`config.mk`:
```
export PLATFORM = sky130hd
export DESIGN_NAME = rect_plotter
export DESIGN_NICKNAME = d
export VERILOG_FILES = /design/src/rtl/plot_pkg.sv /design/src/rtl/scan_counter.sv /design/src/rtl/rect_plotter.sv
export SDC_FILE = /design/constraint.sdc
export NUM_CORES = 1
export LEC_CHECK = 0
export ABC_CLOCK_PERIOD_IN_PS = 2100
export CORE_MARGIN = 3
export CORE_UTILIZATION = 45
export DETAILED_ROUTE_END_ITERATION = 10
export PLACE_DENSITY = 0.84
export SETUP_SLACK_MARGIN = 0.02
export SYNTH_ARGS = -nofsm -noshare
export SYNTH_HDL_FRONTEND = slang
export SYNTH_SLANG_ARGS = --single-unit
```
`constraint.sdc`:
```
create_clock -name clock -period 2.1 [get_ports clock]
set_clock_uncertainty 0.15 [all_clocks]
set_input_delay 0.315 -clock clock [delete_from_list [all_inputs] [get_ports clock]]
set_output_delay 0.315 -clock clock [all_outputs]
set_load 0.02 [all_outputs]
```
`src/rtl/plot_pkg.sv`:
```
// Shared types and defaults for the rectangle plotter.
// RECT_PLOTTER_CLEAR_EN adds the CLEAR state to the state encoding.
package plot_pkg;

    localparam int DEF_X_W      = 8;
    localparam int DEF_Y_W      = 7;
    localparam int DEF_COLOUR_W = 3;
    localparam int DEF_SCREEN_W = 160;
    localparam int DEF_SCREEN_H = 120;

    typedef enum logic [1:0] {
        ST_IDLE  = 2'd0,
        ST_DRAW  = 2'd1,
        ST_DONE  = 2'd2
`ifdef RECT_PLOTTER_CLEAR_EN
        ,
        ST_CLEAR = 2'd3
`endif
    } state_e;

    function automatic int max_int(input int a, input int b);
        return (a > b) ? a : b;
    endfunction

    // Counter width able to hold 0 .. max(a,b)-1, never narrower than one bit.
    function automatic int cnt_w(input int a, input int b);
        int m;
        m = max_int(a, b);
        return (m < 2) ? 1 : $clog2(m);
    endfunction

endpackage

```
`src/rtl/scan_counter.sv`:
```
// Nested row-major i_x/i_y counter with runtime limits, enable and synchronous init.
// last is high while both counters sit on their limits.
module scan_counter #(
    parameter int CX_W = 8,
    parameter int CY_W = 7
) (
    input  logic            clock,
    input  logic            resetN,
    input  logic            init,
    input  logic            en,
    input  logic [CX_W-1:0] lim_x,
    input  logic [CY_W-1:0] lim_y,
    output logic [CX_W-1:0] i_x,
    output logic [CY_W-1:0] i_y,
    output logic            last
);

    logic [CX_W-1:0] i_x_q, i_x_d;
    logic [CY_W-1:0] i_y_q, i_y_d;
    logic            x_at_lim, y_at_lim;

    assign x_at_lim = (i_x_q == lim_x);
    assign y_at_lim = (i_y_q == lim_y);

    always_comb begin
        i_x_d = i_x_q;
        i_y_d = i_y_q;
        if (init) begin
            i_x_d = '0;
            i_y_d = '0;
        end else if (en) begin
            if (x_at_lim) begin
                i_x_d = '0;
                i_y_d = y_at_lim ? '0 : i_y_q + CY_W'(1);
            end else begin
                i_x_d = i_x_q + CX_W'(1);
            end
        end
    end

    always_ff @(posedge clock) begin
        if (!resetN) begin
            i_x_q <= '0;
            i_y_q <= '0;
        end else begin
            i_x_q <= i_x_d;
            i_y_q <= i_y_d;
        end
    end

    assign i_x  = i_x_q;
    assign i_y  = i_y_q;
    assign last = x_at_lim && y_at_lim;

endmodule

```
`src/rtl/rect_plotter.sv`:
```
// Rectangle plotter: one pixel write per cycle over a BOX_W x BOX_H box, clipped to the screen.
// Optional screen clear (port clear, state CLEAR) is built with RECT_PLOTTER_CLEAR_EN.
module rect_plotter
    import plot_pkg::*;
#(
    parameter int X_W      = DEF_X_W,
    parameter int Y_W      = DEF_Y_W,
    parameter int COLOUR_W = DEF_COLOUR_W,
    parameter int BOX_W    = 4,
    parameter int BOX_H    = 4,
    parameter int SCREEN_W = DEF_SCREEN_W,
    parameter int SCREEN_H = DEF_SCREEN_H
) (
    input  logic                clock,
    input  logic                resetN,
    input  logic                start_valid,
    output logic                start_ready,
    input  logic [X_W-1:0]      x_in,
    input  logic [Y_W-1:0]      y_in,
    input  logic [COLOUR_W-1:0] colour_in,
`ifdef RECT_PLOTTER_CLEAR_EN
    input  logic                clear,
`endif
    output logic [X_W-1:0]      x_out,
    output logic [Y_W-1:0]      y_out,
    output logic [COLOUR_W-1:0] colour_out,
    output logic                plot,
    output logic                busy,
    output logic                done
);

    localparam int CX_W = cnt_w(BOX_W, SCREEN_W);
    localparam int CY_W = cnt_w(BOX_H, SCREEN_H);

    localparam logic [CX_W-1:0] BOX_LIM_X = CX_W'(BOX_W - 1);
    localparam logic [CY_W-1:0] BOX_LIM_Y = CY_W'(BOX_H - 1);
`ifdef RECT_PLOTTER_CLEAR_EN
    localparam logic [CX_W-1:0] SCR_LIM_X = CX_W'(SCREEN_W - 1);
    localparam logic [CY_W-1:0] SCR_LIM_Y = CY_W'(SCREEN_H - 1);
`endif
    localparam logic [X_W:0] SCR_X_END = (X_W + 1)'(SCREEN_W);
    localparam logic [Y_W:0] SCR_Y_END = (Y_W + 1)'(SCREEN_H);

    state_e                state_q, state_d;
    logic [X_W-1:0]        x_base_q, x_base_d;
    logic [Y_W-1:0]        y_base_q, y_base_d;
    logic [COLOUR_W-1:0]   colour_q, colour_d;

    logic                  cnt_init, cnt_en, cnt_last;
    logic [CX_W-1:0]       lim_x, i_x;
    logic [CY_W-1:0]       lim_y, i_y;
    logic [X_W:0]          x_wide;
    logic [Y_W:0]          y_wide;
    logic                  on_screen;

    scan_counter #(
        .CX_W (CX_W),
        .CY_W (CY_W)
    ) u_scan (
        .clock  (clock),
        .resetN (resetN),
        .init   (cnt_init),
        .en     (cnt_en),
        .lim_x  (lim_x),
        .lim_y  (lim_y),
        .i_x    (i_x),
        .i_y    (i_y),
        .last   (cnt_last)
    );

    always_ff @(posedge clock) begin
        if (!resetN) begin
            state_q  <= ST_IDLE;
            x_base_q <= '0;
            y_base_q <= '0;
            colour_q <= '0;
        end else begin
            state_q  <= state_d;
            x_base_q <= x_base_d;
            y_base_q <= y_base_d;
            colour_q <= colour_d;
        end
    end

    always_comb begin
        state_d  = state_q;
        x_base_d = x_base_q;
        y_base_d = y_base_q;
        colour_d = colour_q;
        cnt_init = 1'b0;
        case (state_q)
            ST_IDLE: begin
`ifdef RECT_PLOTTER_CLEAR_EN
                if (clear) begin
                    state_d  = ST_CLEAR;
                    x_base_d = '0;
                    y_base_d = '0;
                    colour_d = '0;
                    cnt_init = 1'b1;
                end else
`endif
                if (start_valid) begin
                    state_d  = ST_DRAW;
                    x_base_d = x_in;
                    y_base_d = y_in;
                    colour_d = colour_in;
                    cnt_init = 1'b1;
                end
            end
            ST_DRAW: if (cnt_last) state_d = ST_DONE;
`ifdef RECT_PLOTTER_CLEAR_EN
            ST_CLEAR: if (cnt_last) state_d = ST_DONE;
`endif
            ST_DONE: state_d = ST_IDLE;
            default: state_d = ST_IDLE;
        endcase
    end

    // The wide sums keep the carry so coordinates wrapping past 2^W still clip.
    assign x_wide    = {1'b0, x_base_q} + (X_W + 1)'(i_x);
    assign y_wide    = {1'b0, y_base_q} + (Y_W + 1)'(i_y);
    assign on_screen = (x_wide < SCR_X_END) && (y_wide < SCR_Y_END);

    always_comb begin
        start_ready = 1'b0;
        busy        = 1'b1;
        done        = 1'b0;
        plot        = 1'b0;
        cnt_en      = 1'b0;
        lim_x       = BOX_LIM_X;
        lim_y       = BOX_LIM_Y;
        x_out       = x_wide[X_W-1:0];
        y_out       = y_wide[Y_W-1:0];
        colour_out  = colour_q;
        case (state_q)
            ST_IDLE: begin
                busy        = 1'b0;
`ifdef RECT_PLOTTER_CLEAR_EN
                start_ready = !clear;
`else
                start_ready = 1'b1;
`endif
            end
            ST_DRAW: begin
                plot   = on_screen;
                cnt_en = 1'b1;
            end
`ifdef RECT_PLOTTER_CLEAR_EN
            ST_CLEAR: begin
                plot   = on_screen;
                cnt_en = 1'b1;
                lim_x  = SCR_LIM_X;
                lim_y  = SCR_LIM_Y;
            end
`endif
            ST_DONE: done = 1'b1;
            default: busy = 1'b0;
        endcase
    end

endmodule

```
==> results.cfg <==
[global_routing]
grt_pass1_wl_microns = 11200
antenna_found_initial = 0
grt_overflow_total = 0
grt_usage_pct = 27.3
grt_max_degree = 19
first_global_vias = 2379

[drt]
vias = 2487
drt_iter0_drc = 261
drt_pass1_iterations = 5
vias_per_cell = 5.98
wl_microns = 8160
drc = 0
wl_per_cell_microns = 19.6
ant_nets = 0

[yosys]
synth_ff_type = dfxtp_1
synth.avg_cell_area_sq_um = 8.09
synth_cell_types = 34
async_reset_ff_share_pct = 0
synth_area_sq_um = 2050
synthTopCellsByArea = dfxtp_1 (34%), ha_1 (13%), nand2_1 (7.5%)
synth_top_area_share_pct = 34.2
synthesis.nets = 297
yosys.area.top_type = dfxtp_1
syn_inst = 253
synth-edff-count = 0
synth_warnings = 0
synth-seq-cells = 35
ys_seq_area_share_pct = 34.2

[clocking]
clk_latency_ns = 0.30
root_buffer = clkbuf_8
htreeDepth = 2
tritoncts = yes
clk_pin_slew_worst_paths_ns = 0.07
holdBufCountCts = 0
cts_buffers = 5
clk_path_buf_depth = 2
cts.sinks = 35

[timing]
fmax_mhz = 339
fin_crit_sh_pct = 141
finalHoldViolations = 0
worstMarginPinSlew_ns = 0.383
setup_viol = 21
slew_violations = 0
fin_ws_ns = -0.852
maxSlewHeadroom_pct = 74.2
period_needed_ns = 2.95
rsz0062_at_grt = yes

[critical_path]
critical_path_class = reg -> out
required_ns = 1.63
cp_top_family = compound AO/OA/AOI/OAI gates
cpPeakStageDelay_ns = 0.37
critPathBufInv = 2
arrival_ns = 2.49
crit_chain = ha_4 -> inv_2 -> fa_2 -> nor2b_4 -> o31a_1 -> nor4b_2 -> a211o_1 -> and4_4 -> a211oi_4 -> buf_6
crit_fanout = 2
start_kind = register
critPathSlowestCell = fa_2
crit_path_end_kind = output port

[cells_and_area]
area.growth.synth_to_final_pct = 70.2
n_antenna_cell = 0
final_common_cell = buf_4
fillers = 209
nNetsFinal = 410
layout_common_cells = buf_4 (63), nand2_1 (41), clkdlybuf4s50_1 (25)
drive_gt1_share_pct = 40.2

[pwr]
power_density_nw_per_um2 = 542
power_mw = 1.89
ir_worst_vdd_v = 0.000519
p_leak_nw = 1.53

[outcome]
status = finished with violations
violations = setup timing

[floorplanning]
placementRows = 23
start_util_pct = 48.7
fp.dieW_microns = 73.4
core-area_sq_um = 4200
die_area_sq_um = 5390
ios = 43
die_h_microns = 73.4

[placement]
place_hpwl_microns = 4400
place_ws_ns = -1.01
numPortBuffers = 42
gp_congestion = 0.835

[flow_run]
drv_cap = 0

[hold_path]
hold_class = reg -> reg
## repair_timing
action / CTS / global route
resized for setup: 114 / 39
setup buffers: 14 / 11
pin swaps: 34 / 34
setup endpoints to repair: 18 / 26
cloned: 0 / 0
## layer usage
layer	GRT usage, %	vias up	wire [microns]
met5	0	-	0
met4	11.1	0	441
met3	6.43	51	634
met2	47.7	169	4040
met1	31.7	1171	3040
li1	-	1096	-
## area by class of cell
type / count / area, sq um / share of cell area [%]
repair buffers: 113 / 988 / 28.4
well taps: 50 / 62.6 / 1.80
inverters: 15 / 56.3 / 1.62
clock buffers: 7 / 97.6 / 2.80
flip-flops and latches: 35 / 736 / 21.1
multi-input cells: 196 / 1540 / 44.3
## sequential cells by signal, summed over array words and instances, names as in the netlist
name	count
state_q	2
y_base_q	7
u_scan.i_x	8
x_base_q	8
u_scan.i_y	7
colour_out	3
## worst reg2reg max path: cells and delay by family, from the launching register on
family | cells | cell delay [ns]
AOI/OAI and AO/OA | 2 | 0.29
buffers and inverters | 1 | 0.13
DFF | 1 | 0.36
muxes | 1 | 0.14
and+or+nand+nor | 3 | 1.01
## where the power goes
| part | switching, mW | internal (mW) | total [mW] |
|---|---|---|---|
| combinational | 0.309 | 0.291 | 0.600 |
| clock | 0.260 | 0.300 | 0.561 |
| sequential | 0.0329 | 0.696 | 0.729 |
## metrics by stage
stage | TNS (ns) | instance area (sq um) | hold slack (ns) | instances | util, %
6_report | -5.13 | 3480 | 0.304 | 416 | 82.9
5_1_grt | -5.92 | 3480 | 0.325 | 416 | 82.9
4_1_cts | -3.39 | 3290 | 0.306 | 409 | 78.2
3_5_place_dp | -5.60 | 3000 | 0.296 | 395 | 71.4
3_3_place_gp | -5.28 | 3000 | 0.291 | 395 | 71.4
2_1_floorplan | -0.410 | 2120 | 0.291 | 253 | -
## Yosys cell counts, drive strengths merged, types with 7 or more instances
cell type,count
a21oi,27
clkbuf,7
dfxtp,35
ha,21
inv,15
nand2,41
nor2,27
o21ai,10
xnor2,8
xor2,9
## path summary, 6_finish.rpt
kind            startpoint  slack, ns  cells after the start       endpoint
min reg2reg  colour_out[0]       0.30                      2  colour_out[0]
max            y_base_q[0]      -0.85                     10           plot
min          colour_out[0]       0.30                      2  colour_out[0]
max reg2reg  u_scan.i_y[2]      -0.09                      7     state_q[1]
## cells by family (layout without fill, tap and decap cells)
| logic type | count (synthesis) | after routing | share of synthesized area (%) |
|---|---|---|---|
| AND/OR/NAND/NOR | 94 | 94 | 20.2 |
| AO/OA/AOI/OAI | 59 | 59 | 18.0 |
| flip-flops | 35 | 35 | 34.2 |
| buffers and inverters | 22 | 135 | 4.03 |
| adder cells (fa/ha/maj) | 23 | 23 | 14.8 |
| XOR/XNOR | 17 | 17 | 7.27 |
| multiplexers | 3 | 3 | 1.47 |
Note: power is estimated with default switching activity, not from simulation.
